`config.mk`:
```
export PLATFORM = sky130hd
export DESIGN_NAME = shell_loader
export DESIGN_NICKNAME = d
export VERILOG_FILES = /design/src/rtl/shell_pkg.sv /design/src/rtl/shell_tx_arb.sv /design/src/rtl/shell_loader.sv
export SDC_FILE = /design/constraint.sdc
export NUM_CORES = 1
export LEC_CHECK = 0
export BUFFER_PORTS_ARGS = -buffer_cell sky130_fd_sc_hd__buf_2
export CORE_ASPECT_RATIO = 1.75
export CORE_MARGIN = 3
export CORE_UTILIZATION = 59
export CTS_CLUSTER_DIAMETER = 50
export DETAILED_ROUTE_END_ITERATION = 10
export PLACE_DENSITY_LB_ADDON = 0.05
export SLEW_MARGIN = 0
export SYNTH_ARGS = -nofsm -noshare
export SYNTH_HDL_FRONTEND = slang
export SYNTH_SLANG_ARGS = --single-unit
```
`constraint.sdc`:
```
create_clock -name CLK -period 4.65 [get_ports CLK]
set_clock_uncertainty 0.15 [all_clocks]
set_input_delay 0 -clock CLK [delete_from_list [all_inputs] [get_ports CLK]]
set_output_delay 0 -clock CLK [all_outputs]
set_load 0.01 [all_outputs]
```
`src/rtl/shell_pkg.sv`:
```
// Shared types and protocol constants for the shell loader.
// SHELL_PEEK_EN adds the peek command states.
package shell_pkg;

    typedef enum logic [3:0] {
        S_IDLE,
        S_LD_CNT_HI,
        S_LD_CNT_LO,
        S_LD_HI,
        S_LD_LO,
`ifdef SHELL_PEEK_EN
        S_PK_ADDR_HI,
        S_PK_ADDR_LO,
        S_PK_READ,
`endif
        S_RUN
    } state_t;

    typedef enum logic [1:0] {
        TX_EMPTY,
        TX_READY,
        TX_RISE,
        TX_FALL
    } tx_phase_t;

    localparam logic [7:0] CMD_LOAD  = 8'h4C;
    localparam logic [7:0] CMD_RUN   = 8'h52;
    localparam logic [7:0] CMD_PEEK  = 8'h50;
    localparam logic [7:0] CMD_BREAK = 8'h03;
    localparam logic [7:0] RSP_ACK   = 8'h21;
    localparam logic [7:0] RSP_NAK   = 8'h3F;

endpackage

```
`src/rtl/shell_tx_arb.sv`:
```
// Transmit arbiter: 2-deep response queue, 1-byte CPU buffer,
// response-first selection and busy-paced start pulses.
module shell_tx_arb
    import shell_pkg::*;
(
    input  logic       clk,
    input  logic       reset,
    input  logic [1:0] push_count,
    input  logic [7:0] push_first,
    input  logic [7:0] push_second,
    input  logic [7:0] cpu_byte,
    input  logic       cpu_valid,
    input  logic       cpu_enable,
    input  logic       tx_busy,
    output logic [7:0] tx_byte,
    output logic       tx_start,
    output logic       rsp_pending,
    output logic       cpu_drop
);

    tx_phase_t  phase, phase_n;
    logic [7:0] rsp_q [2];
    logic [1:0] rsp_count;
    logic [7:0] cpu_buf;
    logic       cpu_full;
    logic       out_is_rsp;
    logic       take_rsp;
    logic       take_cpu;

    assign cpu_drop    = cpu_valid && (!cpu_enable || cpu_full);
    assign rsp_pending = (rsp_count != 2'd0)
                      || (phase != TX_EMPTY && out_is_rsp);

    // Output phase register.
    always_ff @(posedge clk) begin
        if (reset) phase <= TX_EMPTY;
        else       phase <= phase_n;
    end

    // Select next byte (responses first); start only on idle line,
    // then wait for busy to rise and fall before the next byte.
    always_comb begin
        phase_n  = phase;
        tx_start = 1'b0;
        take_rsp = 1'b0;
        take_cpu = 1'b0;
        case (phase)
            TX_EMPTY: begin
                if (rsp_count != 2'd0) begin
                    take_rsp = 1'b1;
                    phase_n  = TX_READY;
                end else if (cpu_full) begin
                    take_cpu = 1'b1;
                    phase_n  = TX_READY;
                end
            end
            TX_READY: begin
                if (!tx_busy) begin
                    tx_start = 1'b1;
                    phase_n  = TX_RISE;
                end
            end
            TX_RISE: if (tx_busy) phase_n = TX_FALL;
            TX_FALL: if (!tx_busy) phase_n = TX_EMPTY;
            default: phase_n = TX_EMPTY;
        endcase
    end

    // Response queue, CPU buffer and the held output byte.
    always_ff @(posedge clk) begin
        if (reset) begin
            rsp_q[0]   <= 8'h00;
            rsp_q[1]   <= 8'h00;
            rsp_count  <= 2'd0;
            cpu_buf    <= 8'h00;
            cpu_full   <= 1'b0;
            tx_byte    <= 8'h00;
            out_is_rsp <= 1'b0;
        end else begin
            if (take_rsp) begin
                tx_byte    <= rsp_q[0];
                out_is_rsp <= 1'b1;
                rsp_q[0]   <= rsp_q[1];
                rsp_count  <= rsp_count - 2'd1;
            end else if (take_cpu) begin
                tx_byte    <= cpu_buf;
                out_is_rsp <= 1'b0;
                cpu_full   <= 1'b0;
            end
            if (push_count != 2'd0) begin
                rsp_q[0]  <= push_first;
                rsp_q[1]  <= push_second;
                rsp_count <= push_count;
            end
            if (cpu_valid && !cpu_drop) begin
                cpu_buf  <= cpu_byte;
                cpu_full <= 1'b1;
            end
        end
    end

endmodule

```
`src/rtl/shell_loader.sv`:
```
// Host command shell: ROM loader, run/break control, CPU tx path.
// Define SHELL_PEEK_EN to build the 'P' peek command.
module shell_loader
    import shell_pkg::*;
#(
    parameter int ROM_DEPTH      = 256,
    parameter int TIMEOUT_CYCLES = 1000000
) (
    input  logic        CLK,
    input  logic        i_reset,
    input  logic [7:0]  i_rx_byte,
    input  logic        i_rx_ready,
    output logic [7:0]  o_tx_byte,
    output logic        o_tx_start,
    input  logic        i_tx_busy,
    output logic [15:0] o_rom_addr,
    output logic [15:0] o_rom_wdata,
    output logic        o_rom_write,
    input  logic [15:0] i_rom_rdata,
    output logic        o_mode,
    input  logic [7:0]  i_cpu_byte,
    input  logic        i_cpu_byte_ready,
    output logic        o_overrun
);

    state_t      state, state_n;
    logic [7:0]  hi_q;
    logic [15:0] cnt_q, idx_q, word;
    logic [15:0] rom_addr_q, wdata_q;
    logic [31:0] tmo_q;
    logic        wr_q, mode_q, ovr_q;
    logic        mode_set, mode_clr;
    logic        rx_ok, counting, tmo;
    logic        rsp_pending, cpu_drop;
    logic [1:0]  push_count;
    logic [7:0]  push_first, push_second;

`ifdef SHELL_PEEK_EN
    logic pk_wait_q;
    assign counting = state inside {S_LD_CNT_HI, S_LD_CNT_LO,
                                    S_LD_HI, S_LD_LO,
                                    S_PK_ADDR_HI, S_PK_ADDR_LO};
    assign rx_ok = i_rx_ready && !rsp_pending
                && (state != S_PK_READ);
`else
    logic unused_rdata;
    assign unused_rdata = ^i_rom_rdata;
    assign counting = state inside {S_LD_CNT_HI, S_LD_CNT_LO,
                                    S_LD_HI, S_LD_LO};
    assign rx_ok = i_rx_ready && !rsp_pending;
`endif

    assign tmo = counting && !i_rx_ready
              && (tmo_q == 32'(TIMEOUT_CYCLES - 1));

    assign o_rom_write = wr_q && !i_reset;
    assign o_rom_addr  = rom_addr_q;
    assign o_rom_wdata = wdata_q;
    assign o_mode      = mode_q;
    assign o_overrun   = ovr_q;

    // Command state register.
    always_ff @(posedge CLK) begin
        if (i_reset) state <= S_IDLE;
        else         state <= state_n;
    end

    // Protocol decode: next state, responses, mode changes.
    always_comb begin
        state_n     = state;
        push_count  = 2'd0;
        push_first  = RSP_ACK;
        push_second = RSP_ACK;
        mode_set    = 1'b0;
        mode_clr    = 1'b0;
        word        = {hi_q, i_rx_byte};
        if (tmo) begin
            state_n    = S_IDLE;
            push_count = 2'd1;
            push_first = RSP_NAK;
        end else if (rx_ok) begin
            case (state)
                S_IDLE: begin
                    if (i_rx_byte == CMD_LOAD) begin
                        state_n = S_LD_CNT_HI;
                    end else if (i_rx_byte == CMD_RUN) begin
                        state_n    = S_RUN;
                        mode_set   = 1'b1;
                        push_count = 2'd1;
`ifdef SHELL_PEEK_EN
                    end else if (i_rx_byte == CMD_PEEK) begin
                        state_n = S_PK_ADDR_HI;
`endif
                    end else begin
                        push_count = 2'd1;
                        push_first = RSP_NAK;
                    end
                end
                S_LD_CNT_HI: state_n = S_LD_CNT_LO;
                S_LD_CNT_LO: begin
                    if (word == 16'd0) begin
                        state_n    = S_IDLE;
                        push_count = 2'd1;
                    end else if ({1'b0, word} > 17'(ROM_DEPTH)) begin
                        state_n    = S_IDLE;
                        push_count = 2'd1;
                        push_first = RSP_NAK;
                    end else begin
                        state_n = S_LD_HI;
                    end
                end
                S_LD_HI: state_n = S_LD_LO;
                S_LD_LO: begin
                    if (idx_q + 16'd1 == cnt_q) begin
                        state_n    = S_IDLE;
                        push_count = 2'd1;
                    end else begin
                        state_n = S_LD_HI;
                    end
                end
`ifdef SHELL_PEEK_EN
                S_PK_ADDR_HI: state_n = S_PK_ADDR_LO;
                S_PK_ADDR_LO: begin
                    if ({1'b0, word} >= 17'(ROM_DEPTH)) begin
                        state_n    = S_IDLE;
                        push_count = 2'd1;
                        push_first = RSP_NAK;
                    end else begin
                        state_n = S_PK_READ;
                    end
                end
`endif
                S_RUN: begin
                    if (i_rx_byte == CMD_BREAK) begin
                        state_n    = S_IDLE;
                        mode_clr   = 1'b1;
                        push_count = 2'd1;
                    end
                end
                default: ;
            endcase
        end
`ifdef SHELL_PEEK_EN
        if (state == S_PK_READ && pk_wait_q) begin
            state_n     = S_IDLE;
            push_count  = 2'd2;
            push_first  = i_rom_rdata[15:8];
            push_second = i_rom_rdata[7:0];
        end
`endif
    end

    // Captured bytes, ROM bus registers, timeout and sticky flags.
    always_ff @(posedge CLK) begin
        if (i_reset) begin
            mode_q     <= 1'b0;
            ovr_q      <= 1'b0;
            wr_q       <= 1'b0;
            rom_addr_q <= 16'h0000;
            wdata_q    <= 16'h0000;
            hi_q       <= 8'h00;
            cnt_q      <= 16'h0000;
            idx_q      <= 16'h0000;
            tmo_q      <= 32'd0;
`ifdef SHELL_PEEK_EN
            pk_wait_q  <= 1'b0;
`endif
        end else begin
            wr_q <= 1'b0;
            if (mode_set)      mode_q <= 1'b1;
            else if (mode_clr) mode_q <= 1'b0;
            if ((i_rx_ready && !rx_ok) || cpu_drop) ovr_q <= 1'b1;
            if (counting && !i_rx_ready && !tmo) tmo_q <= tmo_q + 32'd1;
            else                                 tmo_q <= 32'd0;
            if (rx_ok) begin
                case (state)
                    S_LD_CNT_HI, S_LD_HI: hi_q <= i_rx_byte;
                    S_LD_CNT_LO: begin
                        cnt_q <= word;
                        idx_q <= 16'h0000;
                    end
                    S_LD_LO: begin
                        wr_q       <= 1'b1;
                        rom_addr_q <= idx_q;
                        wdata_q    <= word;
                        idx_q      <= idx_q + 16'd1;
                    end
`ifdef SHELL_PEEK_EN
                    S_PK_ADDR_HI: hi_q <= i_rx_byte;
                    S_PK_ADDR_LO: begin
                        rom_addr_q <= word;
                        pk_wait_q  <= 1'b0;
                    end
`endif
                    default: ;
                endcase
            end
`ifdef SHELL_PEEK_EN
            if (state == S_PK_READ) pk_wait_q <= 1'b1;
`endif
        end
    end

    shell_tx_arb u_tx_arb (
        .clk         (CLK),
        .reset       (i_reset),
        .push_count  (push_count),
        .push_first  (push_first),
        .push_second (push_second),
        .cpu_byte    (i_cpu_byte),
        .cpu_valid   (i_cpu_byte_ready),
        .cpu_enable  (mode_q),
        .tx_busy     (i_tx_busy),
        .tx_byte     (o_tx_byte),
        .tx_start    (o_tx_start),
        .rsp_pending (rsp_pending),
        .cpu_drop    (cpu_drop)
    );

endmodule

```
Word level (Yosys, flattened, before mapping):

Memory sizes are Yosys's and may differ from the RTL's.
Cells that the tools add are included.

* memory bits (writable): 16
* bits in latches: 0
* input port bits: 37
* output and inout bits: 44
* word-level logic and storage cells: 156
* memories: 1
* memory bits (read-only): 0
* bits in registers: 133

* add/sub/neg operators: 3
* multipliers: 0
* reduce and logical (&&, ||, !) cells: 43
* shifts and indexed selects: 0
* eq/ne operators: 20
* bitwise operators: 5
* div/mod/pow operators: 0
* mux-type cells: 67
* $lt $le $gt $ge: 1

Memory list
* u_tx_arb.rsp_q: words 2, width 8, read ports 2, clocked after Yosys merged registers in 0, wr ports 2, RTL line shell_tx_arb.sv:22 `logic [7:0] rsp_q [2];`

Operator list (number)
* $mux 8: 5
* $mux 1: 38
* $add 32x1->32 const B: 1
* $eq 32x20->1 const B: 1
* $pmux 16 s2: 1
* $mux 5: 6
* $pmux 4 s6: 1
* $mux 2: 10
* $add 16x1->16 const B: 1
* $eq 16x16->1: 1
* $eq 8x7->1 const B: 2
* $gt 16x9->1 const B: 1
* $logic_not 16->1: 1
* $reduce_bool 2->1: 8
* $mux 4: 3
* $ne 2x2->1 const B: 5
* $pmux 5 s2: 1
* $reduce_and 2->1: 5
* $logic_and 1x1->1: 9
* $eq 4x2->1 const B: 2
* $eq 4x3->1 const B: 2
* $eq 8x2->1 const B: 1
* $pmux 2 s4: 1
* $reduce_and 4->1: 2
* other kinds (16): 31

Longest topological paths before layout:

* depth in word-level cells: 12
* mapped depth: 10
* gate-level depth less buffers: 8

Hierarchy:

A second synthesis with hierarchy kept.

* cells, all modules: 815
* area, all modules: 6866.6 µm²

Modules (own cells, without submodules)
* shell_loader: cells an instance 651, seq. area each 2202.1 µm², times used 1, area an instance 5116.2 µm²
* shell_tx_arb: cells an instance 164, seq. area each 920.9 µm², times used 1, area an instance 1750.4 µm²

Least setup slack after synthesis:

OpenSTA, ideal clock, no wires.

* path type: flip-flop to flip-flop
* from: register state[0]
* to: memory u_tx_arb.rsp_q[0][0], enable pin
* required time: 4200 ps
* setup time: 300 ps
* setup slack: 2302 ps
* arrival: 1898 ps
* buffers on the path: 2
* cell stages (with the launch flop): 9
* period minus slack after synthesis: 2348 ps
* cell sequence: dfxtp_1 -> buf_2 -> o21ai_0 -> or3b_1 -> or4_1 -> buf_2 -> nor2b_4 -> o21a_1 -> nand3_1

RTL lines
* from (decl): RTL line shell_loader.sv:26 `state_t state, state_n;`
* from (signal assigned): RTL line shell_loader.sv:65 `else state <= state_n;`
* to (decl): RTL line shell_tx_arb.sv:22

Worst setup path after layout:

* from: register u_tx_arb.phase[1]
* to: register idx_q[11]

* word-level cells in the longest chain between the ends: 6

Ends and longest elaborated chain
* from (decl): RTL line shell_tx_arb.sv:21 `tx_phase_t phase, phase_n;`
* from (signal assigned): RTL line shell_tx_arb.sv:37 `else phase <= phase_n;`
* $reduce_bool 2->1: RTL line shell_tx_arb.sv:32 `|| (phase != TX_EMPTY && out_is_rsp);`
* $logic_and 1x1->1: RTL line shell_tx_arb.sv:32
* $logic_or 1x1->1: RTL line shell_tx_arb.sv:32
* $logic_not 1->1: RTL line shell_loader.sv:50 `assign rx_ok = i_rx_ready && !rsp_pending;`
* $logic_and 1x1->1: RTL line shell_loader.sv:50
* $reduce_and 2->1 (no line)
* to (signal assigned): RTL line shell_loader.sv:186 `idx_q <= idx_q + 16'd1;`
* to (decl): RTL line shell_loader.sv:28 `logic [15:0] cnt_q, idx_q, word;`

No other way between the ends.
A chain may end at the register's enable or synchronous reset.

==> out/metrics.csv <==
stage,metric,value,unit
die,die_w,84.29,um
cts,cts-resized-gates,0,
worst_setup_path,crit_slowest_cell,nand3_2,
synthesis,synth.avg_cell_area,8.294,um^2
place,place.gp.congestion,0.8850,
synthesis,synth_simple_gate_area_frac,0.2639,
sta,final_hold_viol_count,0,
global_routing,grt_max_degree,103,
synthesis,synth_top_family_by_area,simple AND/OR/NAND/NOR gates,
worst_setup_path,path_max_fanout,25,
cells_and_area,finish.instance_area,7382,um^2
sta,period_minus_slack,3.119,ns
sta,fin_tns_setup,0,ns
cells_and_area,fin_nets,860,
worst_setup_path,cp-start-kind,register,
worst_setup_path,cpPeakStageDelay,0.52,ns
pwr,peakVddDrop,0.4207,mV
pwr,power,3.421,mW
synthesis,syn_inst,763,
place,io_buffers,64,
worst_setup_path,cp-end-kind,register,
worst_setup_path,worstReg2RegEnd,idx_q[11],
cells_and_area,antenna_cells,0,
global_routing,grt_pass1_vias,5478,
place,dpl_cell_area,6613,um^2
sta,rsz0062_at_grt,no,
synthesis,syn_nets,807,
drt,vias_per_cell,5.855,
sta,setup_viol,0,
cts,ctsLongestPathBuffers,2,
die,dieArea,12050,um^2
outcome,status,"finished, final reports clean",
cts,cts_tree,built,
synthesis,ys_dominant_reg_cell,dfxtp_1,
cts,cts_made_buffers,17,
global_routing,grt_overflow,0,
synthesis,synth-xor-area-share,0.06505,
cts,cts_setup_buffers,0,
worst_setup_path,worstPathArrival,3.31,ns
synthesis,ys_seq_area_frac,0.4318,
drt,drc,0,
global_routing,grt_pass1_wl,26.12,mm
worst_setup_path,crit_chain,inv_1 -> ha_1 -> nor2b_1 -> nor3_1 -> nand3_2 -> buf_4 -> or4_1 -> a21oi_1,
global_routing,grt.total_usage,0.2703,
worst_setup_path,ff2ff_setup_slack,1.53,ns
die,chipHeight,143.0,um
cts,cts-root-buf,clkbuf_16,
sta,maxSlewViolCount,0,
cells_and_area,drive_gt1_frac,0.1303,
worst_setup_path,critPathRequiredTime,4.84,ns
hold_path,min_path_type,primary input to register,
hold_path,min-delay-start,i_reset,
synthesis,synth_edf_count,3,
sta,final.setup.worst_slack,1.531,ns
place,dp_hpwl,10.79,mm
cts,clk-insertion-delay-late,0.42,ns
drt,drtIter0Drc,343,
drt,wl_per_cell,16.44,um
worst_setup_path,regToRegStartpoint,u_tx_arb.phase[1],
die,rows,49,
die,start_util,0.6108,
synthesis,ys_ff_latch,135,
worst_setup_path,rr_worst_depth,8,
synthesis,synth_area,6329,um^2
synthesis,synth-async-reset-ratio,0,
drt,postRouteAntennaNets,0,
synthesis,yosysUniqueCellTypes,60,
die,coreArea,10360,um^2
run,drv_cap,0,
hold_path,hold-path-endpoint,idx_q[12],
cells_and_area,final_util,0.7125,
drt,first_pass_iters,7,
sta,fin_crit_sh,0.6708,
cells_and_area,syn_to_final_growth,16.65,%
sta,worst_pin_slew,1.048,ns
cts,htree_num_levels,4,
synthesis,synth_compound_area_frac,0.1360,
sta,relSlewSlack,0.3013,
global_routing,antenna_found_initial,0,
pwr,power_density,463.4,nW/um^2
hold_path,holdPathStages,2,
die,io_pins,81,
synthesis,ys_warn_count,0,
synthesis,synthMuxAreaShare,0.04784,
cts,cts.sinks,135,
drt,routed_wl,15.72,mm
drt,vias,5597,
synthesis,synthAdderAreaFrac,0.01384,
sta,fmax,320.6,MHz
pwr,leakage,2.821,nW
worst_setup_path,crit_type,register to register,
cts,clkSlewWorstSetupHoldPaths,0.06,ns
place,pre_cts_slack,1.570,ns
-- cell type report --
class / instances / area, um^2
Inverter: 10 / 37.54
Tap cell: 127 / 158.9
Timing Repair Buffer: 86 / 535.5
Clock inverter: 13 / 146.4
Multi-Input combinational cell: 566 / 3338
Fill cell: 846 / 2979
Clock buffer: 19 / 432.9
Sequential cell: 135 / 2733
-- flip-flops by register name, indices dropped and copies added, names as in the netlist --
signal               cells
u_tx_arb.tx_byte         8
u_tx_arb.rsp_count       2
u_tx_arb.out_is_rsp      1
u_tx_arb.cpu_full        1
o_mode                   1
o_overrun                1
hi_q                     8
u_tx_arb.phase           2
u_tx_arb.cpu_buf         8
wr_q                     1
o_rom_addr              16
u_tx_arb.rsp_q           3
tmo_q                   32
state                    3
cnt_q                   16
o_rom_wdata             16
idx_q                   16
-- stage by stage --
| stage | cells | hold WS [ns] |
|---|---|---|
| global route | 956 | 0.1159 |
| finish | 956 | 0.07868 |
| CTS | 956 | 0.08627 |
| floorplan | 763 | -0.1036 |
| global placement | 905 | 0.08024 |
| detailed placement | 905 | 0.09498 |
-- placed cells by master (no fill, tap or decap), types with 5 or more instances in the layout --
master,n
mux2i_1,28
ha_1,7
o21ai_0,24
a21oi_1,80
xnor2_1,19
nor3_1,13
nor2_1,87
and4_1,8
and3_1,18
buf_2,63
inv_1,9
dfxtp_1,132
nor4_1,7
a41oi_1,5
dlygate4sd3_1,19
nand3b_1,5
nand2_1,112
clkbuf_16,17
nand3_1,27
nor2b_1,9
xor2_1,28
nand4_1,17
or3_1,9
-- kinds of logic (layout without fill, tap and decap cells) --
group,count (synthesis),in the layout
buffers and inverters,62,128
and+or+nand+nor,338,338
DFF,135,135
muxes,30,30
xor gates and xnor gates,47,47
adders and majority gates,7,7
AOI/OAI and AO/OA,144,144
-- layer usage --
metal,up-vias,GRT usage,share of wire
met5,-,0,0
met4,0,0.1475,0.040
met3,43,0.05716,0.036
met2,130,0.5033,0.55
met1,2656,0.2775,0.37
li1,2768,-,-
-- worst max-delay path by stage --
stage | slack (ns) | end | depth (start not counted) | startpoint
after detailed placement | 1.57 | idx_q[11] | 8 | u_tx_arb.phase[1]
final | 1.53 | idx_q[11] | 8 | u_tx_arb.phase[1]
after floorplan | 2.30 | u_tx_arb.rsp_q[0][0] | 8 | state[0]
after CTS | 1.55 | idx_q[11] | 8 | u_tx_arb.rsp_count[0]
after global routing | 1.26 | idx_q[11] | 8 | u_tx_arb.rsp_count[0]
after global placement | 1.67 | idx_q[11] | 8 | u_tx_arb.rsp_count[0]
-- cells in the mapped netlist (all sizes together), types with 13 or more instances --
| cell type | count | area [um^2] |
|---|---|---|
| dfxtp | 132 | 2643 |
| nand2 | 112 | 420.4 |
| nor2 | 87 | 326.6 |
| a21oi | 80 | 400.4 |
| clkbuf | 31 | 116.4 |
| mux2i | 28 | 280.3 |
| nand3 | 28 | 140.1 |
| xor2 | 28 | 245.2 |
| o21ai | 24 | 120.1 |
| buf | 21 | 108.9 |
| xnor2 | 19 | 166.4 |
| and3 | 18 | 112.6 |
| nand4 | 17 | 106.4 |
| nor3 | 13 | 65.06 |
-- worst max-delay path, delay by kind of cell (launching register included) --
family	cells	cell delay (ns)
AOI/OAI and AO/OA	1	0.17
buffers and inverters	2	0.52
DFF	1	0.34
adders and majority gates	1	0.35
and+or+nand+nor	4	1.49
-- where the power goes --
group,internal (mW),leakage [nW],switching [mW],total (mW)
clock network,0.795,0.280,0.518,1.31
logic,0.284,1.44,0.495,0.779
registers,1.25,1.10,0.0822,1.33
total,2.32,2.82,1.10,3.42
-- what timing repair did --
item                                    CTS  global route
hold buffers                             19             0
endpoints found under the hold margin    36             0
endpoints found under the setup margin    0             0
No activity file was read; power rests on OpenSTA's default activity.
